**src/rtl/pulse_sequencer.sv**
```systemverilog
// Pulse-train sequencer: P1, delay, then a CPMG train of P2 echoes, with receiver
// blanking and a period sync. Pulse parameters are shadowed at each period boundary.
module pulse_sequencer #(
  parameter int unsigned DEF_PER = 2000,
  parameter int unsigned DEF_P1  = 30,
  parameter int unsigned DEF_DEL = 200,
  parameter int unsigned DEF_P2  = 60,
  parameter int unsigned DEF_CP  = 1,
  parameter int unsigned DEF_BL  = 100
) (
  input  logic        clk,
  input  logic        rst_n,
  input  logic        enable,
  input  logic [31:0] per,
  input  logic [15:0] p1wid,
  input  logic [15:0] del,
  input  logic [15:0] p2wid,
  input  logic [7:0]  cp,
  input  logic [7:0]  p_bl,
  input  logic        bl,
  output logic        pulse,
  output logic        block_out,
  output logic        sync,
  output logic        busy
);

  typedef enum logic [2:0] {S_IDLE, S_P1, S_D1, S_P2, S_GAP, S_TAIL} state_e;
  typedef struct packed {
    state_e     st;
    logic [7:0] ec;
  } step_t;

  state_e      state_q, state_d;
  logic [31:0] pcnt_q, pcnt_d;
  logic [16:0] seg_q, seg_d;
  logic [7:0]  ecnt_q, ecnt_d;
  logic [31:0] per_q, per_d;
  logic [15:0] p1_q, p1_d, del_q, del_d, p2_q, p2_d;
  logic [7:0]  cp_q, cp_d, pbl_q, pbl_d, tail_q, tail_d;
  logic        bl_q, bl_d;
  logic        pulse_d, block_d, sync_d, busy_d;
  logic [31:0] per_eff_s;
  logic        boundary_s;
  logic [16:0] len_s;
  logic        seg_end_s;
  step_t       nxt_s;

  // Entering P2 (echo ec); zero-width P2s and zero gaps collapse in the same cycle.
  function automatic step_t enter_p2(input logic [15:0] d, input logic [15:0] w2,
                                     input logic [7:0] c, input logic [7:0] ec);
    step_t      r;
    logic [8:0] ec1;
    ec1 = {1'b0, ec} + 9'd1;
    if (w2 != 16'd0) begin
      r.st = S_P2;
      r.ec = ec;
    end else if (d != 16'd0) begin
      r.st = (ec1 < {1'b0, c}) ? S_GAP : S_TAIL;
      r.ec = ec1[7:0];
    end else begin
      r.st = S_TAIL;
      r.ec = c;
    end
    return r;
  endfunction

  function automatic step_t enter_d1(input logic [15:0] d, input logic [15:0] w2,
                                     input logic [7:0] c);
    step_t r;
    if (d != 16'd0) begin
      r.st = S_D1;
      r.ec = 8'd0;
    end else begin
      r = enter_p2(d, w2, c, 8'd0);
    end
    return r;
  endfunction

  function automatic step_t after_p2(input logic [15:0] d, input logic [7:0] c,
                                     input logic [7:0] ec);
    step_t      r;
    logic [8:0] ec1;
    ec1  = {1'b0, ec} + 9'd1;
    r.ec = ec1[7:0];
    if (ec1 < {1'b0, c}) begin
      r.st = (d != 16'd0) ? S_GAP : S_P2;
    end else begin
      r.st = S_TAIL;
    end
    return r;
  endfunction

  assign per_eff_s  = (per_q < 32'd2) ? 32'd2 : per_q;
  assign boundary_s = (state_q == S_IDLE) || (pcnt_q >= per_eff_s - 32'd1);

  // Length of the current segment; the gap is twice the delay, hence 17 bits.
  always_comb begin
    case (state_q)
      S_P1:    len_s = {1'b0, p1_q};
      S_D1:    len_s = {1'b0, del_q};
      S_P2:    len_s = {1'b0, p2_q};
      S_GAP:   len_s = {del_q, 1'b0};
      default: len_s = 17'h1FFFF;
    endcase
    seg_end_s = (state_q != S_IDLE) && (state_q != S_TAIL) && (seg_q + 17'd1 >= len_s);
  end

  // Next-state logic: period counter, shadows, segment/echo counters.
  always_comb begin
    state_d = state_q;
    pcnt_d  = pcnt_q + 32'd1;
    seg_d   = seg_q;
    ecnt_d  = ecnt_q;
    per_d   = per_q;
    p1_d    = p1_q;
    del_d   = del_q;
    p2_d    = p2_q;
    cp_d    = cp_q;
    pbl_d   = pbl_q;
    bl_d    = bl_q;
    nxt_s   = '0;
    if (boundary_s) begin
      pcnt_d = 32'd0;
      seg_d  = 17'd0;
      ecnt_d = 8'd0;
      if (enable) begin
        per_d = per;
        p1_d  = p1wid;
        del_d = del;
        p2_d  = p2wid;
        cp_d  = (cp == 8'd0) ? 8'd1 : cp;
        pbl_d = p_bl;
        bl_d  = bl;
        if (p1wid != 16'd0) begin
          state_d = S_P1;
        end else begin
          nxt_s   = enter_d1(del, p2wid, cp_d);
          state_d = nxt_s.st;
          ecnt_d  = nxt_s.ec;
        end
      end else begin
        state_d = S_IDLE;
      end
    end else if (seg_end_s) begin
      seg_d = 17'd0;
      case (state_q)
        S_P1:    nxt_s = enter_d1(del_q, p2_q, cp_q);
        S_D1:    nxt_s = enter_p2(del_q, p2_q, cp_q, ecnt_q);
        S_P2:    nxt_s = after_p2(del_q, cp_q, ecnt_q);
        S_GAP:   nxt_s = enter_p2(del_q, p2_q, cp_q, ecnt_q);
        default: begin
          nxt_s.st = state_q;
          nxt_s.ec = ecnt_q;
        end
      endcase
      state_d = nxt_s.st;
      ecnt_d  = nxt_s.ec;
    end else if (state_q != S_TAIL) begin
      seg_d = seg_q + 17'd1;
    end else begin
      seg_d = seg_q;
    end
  end

  // Output logic; the blanking tail reloads on every pulse fall so tails merge.
  always_comb begin
    pulse_d = (state_d == S_P1) || (state_d == S_P2);
    busy_d  = (state_d != S_IDLE);
    sync_d  = boundary_s && enable;
    if (state_d == S_IDLE) begin
      tail_d = 8'd0;
    end else if (pulse && !pulse_d) begin
      tail_d = pbl_d;
    end else if (tail_q != 8'd0) begin
      tail_d = tail_q - 8'd1;
    end else begin
      tail_d = tail_q;
    end
    block_d = busy_d && bl_d && (pulse_d || (tail_d != 8'd0));
  end

  // State and output registers.
  always_ff @(posedge clk or negedge rst_n) begin
    if (!rst_n) begin
      state_q   <= S_IDLE;
      pcnt_q    <= 32'd0;
      seg_q     <= 17'd0;
      ecnt_q    <= 8'd0;
      per_q     <= 32'(DEF_PER);
      p1_q      <= 16'(DEF_P1);
      del_q     <= 16'(DEF_DEL);
      p2_q      <= 16'(DEF_P2);
      cp_q      <= 8'(DEF_CP);
      pbl_q     <= 8'(DEF_BL);
      bl_q      <= 1'b0;
      tail_q    <= 8'd0;
      pulse     <= 1'b0;
      block_out <= 1'b0;
      sync      <= 1'b0;
      busy      <= 1'b0;
    end else begin
      state_q   <= state_d;
      pcnt_q    <= pcnt_d;
      seg_q     <= seg_d;
      ecnt_q    <= ecnt_d;
      per_q     <= per_d;
      p1_q      <= p1_d;
      del_q     <= del_d;
      p2_q      <= p2_d;
      cp_q      <= cp_d;
      pbl_q     <= pbl_d;
      bl_q      <= bl_d;
      tail_q    <= tail_d;
      pulse     <= pulse_d;
      block_out <= block_d;
      sync      <= sync_d;
      busy      <= busy_d;
    end
  end

endmodule
```
**config.mk**
```make
export PLATFORM = sky130hd
export DESIGN_NAME = pulse_sequencer
export DESIGN_NICKNAME = d
export VERILOG_FILES = /design/src/rtl/pulse_sequencer.sv
export SDC_FILE = /design/constraint.sdc
export NUM_CORES = 1
export LEC_CHECK = 0
export ABC_AREA = 1
export BUFFER_PORTS_ARGS = -buffer_cell sky130_fd_sc_hd__buf_2
export CAP_MARGIN = 20
export CELL_PAD_IN_SITES_DETAIL_PLACEMENT = 1
export CELL_PAD_IN_SITES_GLOBAL_PLACEMENT = 2
export CORE_ASPECT_RATIO = 0.9
export CORE_UTILIZATION = 35
export DETAILED_ROUTE_END_ITERATION = 16
export PLACE_DENSITY = 0.84
export SYNTH_ARGS = -nofsm -noshare
export SYNTH_HDL_FRONTEND = slang
export SYNTH_SLANG_ARGS = --single-unit
export TNS_END_PERCENT = 20
```
**constraint.sdc**
```tcl
create_clock -name clk -period 6.15 [get_ports clk]
set_input_delay 0.3075 -clock clk [delete_from_list [all_inputs] [get_ports clk]]
set_output_delay 0.3075 -clock clk [all_outputs]
set_load 0.02 [all_outputs]
```
==> metrics.md <==
| Metric | Value |
|---|---|
| Worst-margin pin slew | `972.3 ps` |
| Worst-path clk slew | `70 ps` |
| Starting Density | `35.98%` |
| Io pins | `104` |
| Minimum clock period | `5536 ps` |
| Most frequent cells in the layout | `354 x nand2_1, 215 x inv_1, 159 x nor2_1` |
| Grt ovf | `0` |
| FILL cells | `3805` |
| Via-to-Cell Ratio | `4.936` |
| DP Wirelength | `24540 µm` |
| Power Density | `185.8 nW/µm²` |
| Leak | `0.006314 µW` |
| Slew Limit Fails | `0` |
| Yosys reg bits | `169` |
| Final Net Count | `1716` |
| Reg2Reg Launch Point | `per_q[15]` |
| Clk_lat worst skew | `450 ps` |
| IO Port Bufs | `103` |
| Routed wire length | `31670 µm` |
| Worst hold path type | `in2reg` |
| Crit. Startpoint | `per_q[15]` |
| Area of the multi-input gates | `5593 µm²` |
| Initial antenna violation count | `0` |
| Clock share of power | `48.6%` |
| Clock buffer depth | `2` |
| Final hold vios | `0` |
| Syn nets | `1623` |
| Clock sink total | `169` |
| WS Path Type | `reg2reg` |
| Seq pwr share | `48.2%` |
| First-pass GRT wire length | `51800 µm` |
| Seq. cell area | `4255 µm²` |
| YS warnings | `0` |
| Seq/Total Area, Yosys | `39.09%` |
| Placer congestion estimate | `0.8291` |
| Worst stage delay on the critical path | `440 ps` |
| Final setup violation count | `0` |
| Vias after detailed routing | `9724` |
| Max-Cap Viols | `0` |
| Post-Route Skew | `17.15 ps` |
| Setup_tns | `0 ps` |
| CP max stage cell | `dfrtp_1` |
| DRT Pass-1 Iters | `5` |
| Internal Power | `1721 µW` |
| Avg Cell Area, Syn | `7.452 µm²` |
| Commonest non-fill, non-tap cell in the layout | `nand2_1` |
| CTS Buf Count | `17` |
| Die area | `31820 µm²` |
| CTS tree | `yes` |
| Number of distinct library cells after synthesis | `50` |
| Number of flops mapped to enable cells by yosys | `0` |
| Crit-path max FO | `20` |
| Synth Cell Area | `10890 µm²` |
| Status | `finished clean` |
| Max IR drop VDD | `178.3 µV` |
| Ys async rst share | `100.0%` |
| Power share of the combinational group | `3.2%` |
| Antenna Nets Post-Route | `0` |
| Critical Path Source Type | `flip-flop` |
| Largest net degree at the start of global routing | `93` |
| Ant diodes | `0` |
| F_max | `0.1806 GHz` |
| Die H | `169.3 µm` |
| Share of cells above drive strength 1 | `14.81%` |
| DRC Markers | `0` |
| Wirelength per Cell | `16.08 µm` |
| Vias in the first global route | `10.01k` |
| Hold Startpoint | `per[10]` |
| WP data arrival | `5880 ps` |
| Critical path's most frequent cell | `inv_1` |
| Post-synth top flop | `dfrtp_1` |
| Tcrit/Tclk final | `90.02%` |
| R2R cell count | `37` |
| Die width | `187.9 µm` |
| GRT Overall Usage | `20.55%` |
| Synth Instances | `1461` |
| Critical path data required time | `6500 ps` |
| Core ar. | `30250 µm²` |
| Htree depth | `4` |
| Sw frac | `25.30%` |
| Area Growth Syn to Fin | `13.88%` |
| Row count | `60` |
| Worst Hold Slack | `53.73 ps` |
| Hold path depth | `3` |
| Psw | `582.8 µW` |
| Initial DRC Count | `475` |
| Critical Path End Type | `flip-flop` |
| RSZ-0062 raised after global routing | `no` |
| Root Driver | `clkbuf_16` |
| Slew headroom | `33.50%` |
final cells by class:
type                    count  share of cell area, %
clock buffers              17                  3.431
clock inverters            15                  1.423
inverters                 225                  6.812
multi-input cells        1028                  45.11
flip-flops and latches    169                  34.32
well taps                 403                  4.067
repair buffers            113                  4.834
per-layer routing:
layer	track usage [%]	vias up	routed length (µm)	share of wire [%]
li1	-	4877	-	-
met1	28.52	4714	15820	50
met2	33.80	116	14770	47
met3	2.667	17	727	2.3
met4	5.125	0	346	1.1
met5	0	-	0	0
worst max-delay path: cells and delay by family, from the launching register on:
| family | cells | cell delay (ps) |
|---|---|---|
| XOR/XNOR | 1 | 160 |
| flip-flops | 1 | 440 |
| AO/OA/AOI/OAI | 3 | 420 |
| AND/OR/NAND/NOR | 23 | 3170 |
| buffers and inverters | 8 | 780 |
| adder cells (fa/ha/maj) | 2 | 480 |
kinds of logic (layout without fill, tap and decap cells):
group           after synthesis  after routing  share of synthesized area [%]
flops                       169            169                          39.09
buf+inv                     264            370                          9.608
xor+xnor                     58             58                          4.666
fa+ha+maj                    62             62                          7.126
compound gates              210            210                          10.96
simple gates                698            698                          28.55
synthesized netlist by cell type (19+ instances only):
master	count	area, µm²
clkbuf_1	19	71.32
nand4_1	30	187.7
nand3_1	59	295.3
a21oi_1	44	220.2
xor2_1	47	411.6
dfrtp_1	148	3704
inv_1	215	807.0
nand2_1	354	1329
dfstp_2	21	551.8
ha_1	62	775.7
nor3_1	22	110.1
nor2_1	162	608.1
o21ai_0	107	535.5
what timing repair did:
item | CTS | global route
hold buffers | 1 | 0
endpoints found under the setup margin | 0 | 48
resized for setup | 0 | 4
buffers inserted | 0 | 0
endpoints found under the hold margin | 37 | 0
power groups by stage:
stage / Sequential (µW) / Combinational (µW) / Clock [µW]
6_report: 1110 / 73.8 / 1120
5_1_grt: 1110 / 83.8 / 1180
4_1_cts: 1110 / 77.0 / 1150
3_5_place_dp: 1130 / 76.3 / 0
3_3_place_gp: 1130 / 76.5 / 0
2_1_floorplan: 1130 / 8.80 / 0
sequential cells by signal, indices dropped and copies added, names as in the netlist, 3 cells and up:
register / flops
del_q: 16
tail_q: 8
seg_q: 17
state_q: 3
ecnt_q: 8
pbl_q: 8
per_q: 32
p2_q: 16
p1_q: 16
cp_q: 8
pcnt_q: 32
metrics by stage:
step / setup slack, ps / utilization (%) / total power [µW] / cell area [µm²] / std cells
finish: 613.8 / 40.98 / 2303 / 12400 / 1970
global route: 3.023 / 40.98 / 2376 / 12400 / 1970
CTS: 417.4 / 40.96 / 2333 / 12390 / 1970
detailed placement: 491.0 / 38.93 / 1209 / 11780 / 1937
global placement: 724.1 / 38.93 / 1209 / 11780 / 1937
floorplan: 1501 / - / 1142 / 10890 / 1461
worst paths after layout:
kind / to / slack [ps]
max: block_out / 610
min: per_q[10] / 50
max reg2reg: block_out / 610
min reg2reg: cp_q[2] / 490
max in group asynchronous: del_q[12] / 4520
min in group asynchronous: seg_q[6] / 360
Power figures use the tool's default switching activity.
